## src/rtl/panel_pkg.sv

```systemverilog
// Shared types and helpers for the front-panel memory loader.
package panel_pkg;

  // Loader FSM states.
  typedef enum logic [1:0] {
    IDLE    = 2'd0,
    WRITE   = 2'd1,
    RD_WAIT = 2'd2,
    CAPTURE = 2'd3
  } state_e;

  // Segments per seven-segment digit.
  localparam int SEG_W = 7;

  // Number of hex digits needed to show a value of the given bit width.
  function automatic int nibbles(input int width);
    return (width + 3) / 4;
  endfunction

endpackage

```

## src/rtl/seven_seg_display.sv

```systemverilog
// Registered hex-to-seven-segment decoder for one digit.
// Segment order is {g,f,e,d,c,b,a}, active high.
module seven_seg_display
  import panel_pkg::*;
(
  input  logic             clk,
  input  logic [3:0]       nibble,
  output logic [SEG_W-1:0] seg
);

  logic [SEG_W-1:0] seg_d;
  logic [SEG_W-1:0] seg_q;

  // Decode the nibble into its segment pattern.
  always_comb begin
    unique case (nibble)
      4'h0:    seg_d = 7'h3F;
      4'h1:    seg_d = 7'h06;
      4'h2:    seg_d = 7'h5B;
      4'h3:    seg_d = 7'h4F;
      4'h4:    seg_d = 7'h66;
      4'h5:    seg_d = 7'h6D;
      4'h6:    seg_d = 7'h7D;
      4'h7:    seg_d = 7'h07;
      4'h8:    seg_d = 7'h7F;
      4'h9:    seg_d = 7'h6F;
      4'hA:    seg_d = 7'h77;
      4'hB:    seg_d = 7'h7C;
      4'hC:    seg_d = 7'h39;
      4'hD:    seg_d = 7'h5E;
      4'hE:    seg_d = 7'h79;
      default: seg_d = 7'h71;
    endcase
  end

  // Register the pattern to decouple the pad drivers from the decode logic.
  // NOTE: pure display pipeline stage, refreshed every cycle, so it carries no reset.
  always_ff @(posedge clk) begin
    seg_q <= seg_d;
  end

  assign seg = seg_q;

endmodule

```

## src/rtl/front_panel_loader.sv

```systemverilog
// Front-panel RAM loader/monitor: switch address load, edge-triggered writes and
// address steps, read-back of the addressed word, and hex displays of address,
// read data and switch input.
// Optional feature: define AUTO_INC_EN to advance the address after every write.
module front_panel_loader
  import panel_pkg::*;
#(
  parameter int WORD_SIZE  = 8,
  parameter int ADDR_WIDTH = 8
) (
  input  logic                                clk,
  input  logic                                rst,
  input  logic                                addr_data,
  input  logic                                wr_en,
  input  logic                                step,
  input  logic [WORD_SIZE-1:0]                addr_data_in,
  output logic                                busy,
  output logic [ADDR_WIDTH-1:0]               mem_addr,
  output logic                                mem_wr,
  output logic [WORD_SIZE-1:0]                mem_wdata,
  input  logic [WORD_SIZE-1:0]                mem_rdata,
  output logic [SEG_W*nibbles(ADDR_WIDTH)-1:0] addr_display,
  output logic [SEG_W*nibbles(WORD_SIZE)-1:0]  data_display,
  output logic [SEG_W*nibbles(WORD_SIZE)-1:0]  data_in_display
);

  localparam int AD = nibbles(ADDR_WIDTH);
  localparam int DD = nibbles(WORD_SIZE);

  state_e                state_q, state_d;
  logic [ADDR_WIDTH-1:0] addr_q, addr_d;
  logic [WORD_SIZE-1:0]  data_q, data_d;
  logic [WORD_SIZE-1:0]  wdata_q, wdata_d;
  logic                  mem_wr_q, mem_wr_d;
  logic                  wr_btn_q, step_btn_q;
  logic                  wr_req, step_req;

  // One request per press: high only in the first cycle the button reads high.
  assign wr_req   = wr_en & ~wr_btn_q;
  assign step_req = step & ~step_btn_q;

`ifdef AUTO_INC_EN
  logic wrote_q;

  // Remember that the current RD_WAIT/CAPTURE pass follows a write, not a step.
  always_ff @(posedge clk) begin
    if (rst)                               wrote_q <= 1'b0;
    else if (state_q == IDLE && wr_req)    wrote_q <= 1'b1;
    else if (state_q == CAPTURE)           wrote_q <= 1'b0;
  end
`endif

  // Next-state and datapath decisions for the loader FSM.
  // NOTE: every output of this block is given a default first so no path infers a latch.
  always_comb begin
    state_d  = state_q;
    addr_d   = addr_q;
    data_d   = data_q;
    wdata_d  = wdata_q;
    mem_wr_d = 1'b0;
    unique case (state_q)
      IDLE: begin
        data_d = mem_rdata;
        if (wr_req) begin
          wdata_d  = addr_data_in;
          mem_wr_d = 1'b1;
          state_d  = WRITE;
        end else if (step_req) begin
          addr_d  = addr_q + ADDR_WIDTH'(1);
          state_d = RD_WAIT;
        end else if (!addr_data) begin
          addr_d = ADDR_WIDTH'(addr_data_in);
        end
      end
      WRITE:   state_d = RD_WAIT;
      RD_WAIT: state_d = CAPTURE;
      default: begin
        data_d  = mem_rdata;
`ifdef AUTO_INC_EN
        if (wrote_q) addr_d = addr_q + ADDR_WIDTH'(1);
`else
        addr_d = addr_q;
`endif
        state_d = IDLE;
      end
    endcase
  end

  // State registers; button history resets high so a held button is not an edge.
  // NOTE: sequential state uses non-blocking assignments so all registers update together.
  always_ff @(posedge clk) begin
    if (rst) begin
      state_q    <= IDLE;
      addr_q     <= '0;
      data_q     <= '0;
      wdata_q    <= '0;
      mem_wr_q   <= 1'b0;
      wr_btn_q   <= 1'b1;
      step_btn_q <= 1'b1;
    end else begin
      state_q    <= state_d;
      addr_q     <= addr_d;
      data_q     <= data_d;
      wdata_q    <= wdata_d;
      mem_wr_q   <= mem_wr_d;
      wr_btn_q   <= wr_en;
      step_btn_q <= step;
    end
  end

  assign busy      = (state_q != IDLE);
  assign mem_addr  = addr_q;
  assign mem_wr    = mem_wr_q;
  assign mem_wdata = wdata_q;

  // Zero-pad each value to whole nibbles so unused upper digits read 0.
  logic [4*AD-1:0] addr_pad;
  logic [4*DD-1:0] data_pad;
  logic [4*DD-1:0] din_pad;

  assign addr_pad = (4*AD)'(addr_q);
  assign data_pad = (4*DD)'(data_q);
  assign din_pad  = (4*DD)'(addr_data_in);

  for (genvar i = 0; i < AD; i++) begin : g_addr_digit
    seven_seg_display u_seg (
      .clk    (clk),
      .nibble (addr_pad[4*i +: 4]),
      .seg    (addr_display[SEG_W*i +: SEG_W])
    );
  end

  for (genvar i = 0; i < DD; i++) begin : g_data_digit
    seven_seg_display u_seg_data (
      .clk    (clk),
      .nibble (data_pad[4*i +: 4]),
      .seg    (data_display[SEG_W*i +: SEG_W])
    );
    seven_seg_display u_seg_din (
      .clk    (clk),
      .nibble (din_pad[4*i +: 4]),
      .seg    (data_in_display[SEG_W*i +: SEG_W])
    );
  end

endmodule

```

## config.mk

```make
export PLATFORM = sky130hd
export DESIGN_NAME = front_panel_loader
export DESIGN_NICKNAME = d
export VERILOG_FILES = /design/src/rtl/panel_pkg.sv /design/src/rtl/seven_seg_display.sv /design/src/rtl/front_panel_loader.sv
export SDC_FILE = /design/constraint.sdc
export NUM_CORES = 1
export LEC_CHECK = 0
export ABC_AREA = 1
export CAP_MARGIN = 5
export CORE_MARGIN = 8
export CORE_UTILIZATION = 45
export DETAILED_ROUTE_END_ITERATION = 7
export PLACE_DENSITY = 0.73
export SETUP_SLACK_MARGIN = 0.15
export SLEW_MARGIN = 20
export SYNTH_ARGS = -nofsm -noshare
export SYNTH_HDL_FRONTEND = slang
export SYNTH_SLANG_ARGS = --single-unit
```

## constraint.sdc

```tcl
create_clock -name clk -period 1.5 [get_ports clk]
set_input_delay 0.375 -clock clk [delete_from_list [all_inputs] [get_ports clk]]
set_output_delay 0.375 -clock clk [all_outputs]
set_load 0.005 [all_outputs]
```

==> impl_metrics.py <==
metrics = {
    "sta": {
        "hold_violations": 0,
        "setup_slack_ns": 0.106,
        "finalCriticalPeriod_ns": 1.39,
        "fmax_mhz": 717,
        "skew_ns": 0.00998,
        "slew_headroom_pct": 81.5,
        "finalSetupViolCount": 0,
        "timing.final.crit_share_pct": 92.9,
        "report.final.slew_viol_count": 0,
        "rsz0062_at_grt": "yes",
        "tightest_slew_ns": 0.276,
    },
    "synthesis": {
        "ys_warn_count": 0,
        "synthFlopType": "dfxtp_1",
        "synth_cells": 458,
        "yosys.area.top_type_share_pct": 40.5,
        "ys_seq_elements": 71,
        "syn_avg_cell_area_um2": 7.67,
        "ys_top_cells_by_count": "95 x nand2_1, 71 x dfxtp_1, 62 x inv_1, 48 x o21ai_0, 45 x a21oi_1",
        "syn_nets": 523,
        "postSynth.asyncResetShare_pct": 0,
        "synth_area_leaders": "dfxtp_1 40%, ha_1 16%, nand2_1 10%",
        "synth_edf_count": 0,
        "yosys.area.top_type": "dfxtp_1",
        "synth_area_um2": 3510,
        "synth.most_common_cell": "nand2_1",
        "ys_types": 27,
        "synth-seq-area-share_pct": 40.5,
    },
    "floorplanning": {
        "die-area_um2": 10900,
        "die_w_um": 104,
        "core_um2": 7650,
        "row_count": 32,
        "pin_count": 81,
        "fp.dieH_um": 104,
        "start_util_pct": 45.9,
    },
    "cells_and_area": {
        "areaGrowthSynthToFinish_pct": 45.2,
        "multi_input_area_um2": 1890,
        "nFillCells": 650,
        "fin_util_pct": 66.7,
        "layout.nets": 653,
        "drive_gt1_share_pct": 20.1,
        "seqCellArea_um2": 1450,
    },
    "drt": {
        "drc": 0,
        "routed_wl_um": 9050,
        "routed_via_density": 4.94,
        "antenna_left": 0,
        "dr.pass1.iters": 4,
        "vias": 3436,
        "drt_iter0_drc": 167,
        "routedWlPerCell_um": 13.0,
    },
    "grt": {
        "grt_use_total_pct": 16.6,
        "grt_pass1_wl_um": 15200,
        "grt_pass1_vias": 3473,
        "grt_max_degree": 17,
        "antenna_found_initial": 1,
        "grt.overflow.total": 0,
    },
    "cts": {
        "cts_buffers": 9,
        "clk_latency_ns": 0.34,
        "htreeDepth": 3,
        "clk_pin_slew_ns": 0.08,
        "clk_path_buf_depth": 2,
        "cts_hold_buf": 0,
        "cts-root-buf": "clkbuf_8",
        "cts_sinks": 71,
        "cts_tree": "built",
    },
    "power": {
        "p_leak_uw": 0.00241,
        "vdd_drop_max_mv": 0.560,
        "power_uw": 7920,
        "p_per_area_nw_per_um2": 1550,
    },
    "critical_path": {
        "setup.worst_path.start_class": "register",
        "crit_type": "reg2out",
        "rrSetupSlack_ns": 0.17,
        "crit_required_ns": 1.12,
        "worstPathArrival_ns": 1.02,
        "r2r_cells": 9,
        "setup.worst_path.end_class": "output port",
        "cp_max_fo": 2,
    },
    "worst_hold_path": {
        "hp-class": "in2reg",
        "hold_depth": 3,
    },
    "placement": {
        "place_hpwl_um": 6760,
        "port_buffers": 80,
        "dp_worst_setup_slack_ns": -0.252,
        "place_congestion": 0.927,
    },
    "outcome": {
        "status": "finished, final reports clean",
    },
    "run": {
        "maxCapViolations": 0,
    },
}
cells by family after synthesis:
| kind of cell | share of synthesized area, % |
|---|---|
| and+or+nand+nor | 18.5 |
| AOI/OAI and AO/OA | 16.8 |
| buffers and inverters | 8.55 |
| DFF | 40.5 |
| adders and majority gates | 15.7 |
final cells by class:
class                   instances  area share [%]
diodes                          1          0.0491
clock buffers                  12            3.24
clock inverters                 4            1.50
inverters                      63            4.68
multi-input cells             313            37.1
flip-flops and latches         71            28.5
well taps                     102            2.50
repair buffers                130            22.5
cell usage in the layout (no fill, tap or decap), drive strengths merged, types with 15 or more instances in the layout:
cell type,count
clkdlybuf4s50,15
o21ai,50
ha,44
buf,51
dfxtp,71
dlygate4sd2,51
nand2,98
inv,63
nand3,19
nor2,36
a21oi,46
power by group:
group / total (uW) / switching [uW] / internal, uW
Clock: 1790 / 715 / 1080
Sequential: 2750 / 266 / 2490
Combinational: 3370 / 1790 / 1580
layer usage:
metal  vias to the layer above  part of all wire [%]  GRT usage [%]  wire (um)
li1                       1734                     -              -          -
met1                      1592                    42           17.5       3780
met2                        98                    50           29.4       4490
met3                        12                   6.9           5.14        626
met4                         0                   1.6           7.55        149
met5                         -                     0              0          0
worst max-delay path: stages, from the launching register on:
cell     delay [ns]
dfxtp_2        0.34
inv_2          0.05
ha_4           0.15
inv_2          0.05
buf_6          0.09
metrics by stage:
step	hold WS [ns]	TNS (ns)	cell area, um^2	std cells
floorplan	0.444	0	3510	458
global placement	0.451	-2.99	4720	671
global route	0.275	0	5100	696
finish	0.287	0	5100	696
detailed placement	0.457	-3.90	4720	671
CTS	0.467	0	4990	694
sequential cells by signal, summed over array words and instances (netlist names):
| name | cells |
|---|---|
| g_addr_digit.u_seg.seg | 14 |
| g_data_digit.u_seg_data.seg | 14 |
| wr_btn_q | 1 |
| data_pad | 8 |
| g_data_digit.u_seg_din.seg | 14 |
| mem_addr | 8 |
| mem_wr | 1 |
| mem_wdata | 8 |
| step_btn_q | 1 |
| state_q | 2 |
what timing repair did:
| action | 4_1_cts | 5_1_grt |
|---|---|---|
| buffers inserted | 7 | 1 |
| pin swaps | 6 | 5 |
| resized for setup | 93 | 46 |
| cloned | 0 | 0 |
| setup endpoints to repair | 69 | 31 |
worst paths after layout:
kind                startpoint      endpoint
setup / recovery    state_q[1]          busy
hold / removal           wr_en      wr_btn_q
setup reg to reg    state_q[0]   mem_addr[1]
hold reg to reg   mem_wdata[2]  mem_wdata[2]
Power figures use the tool's default switching activity.
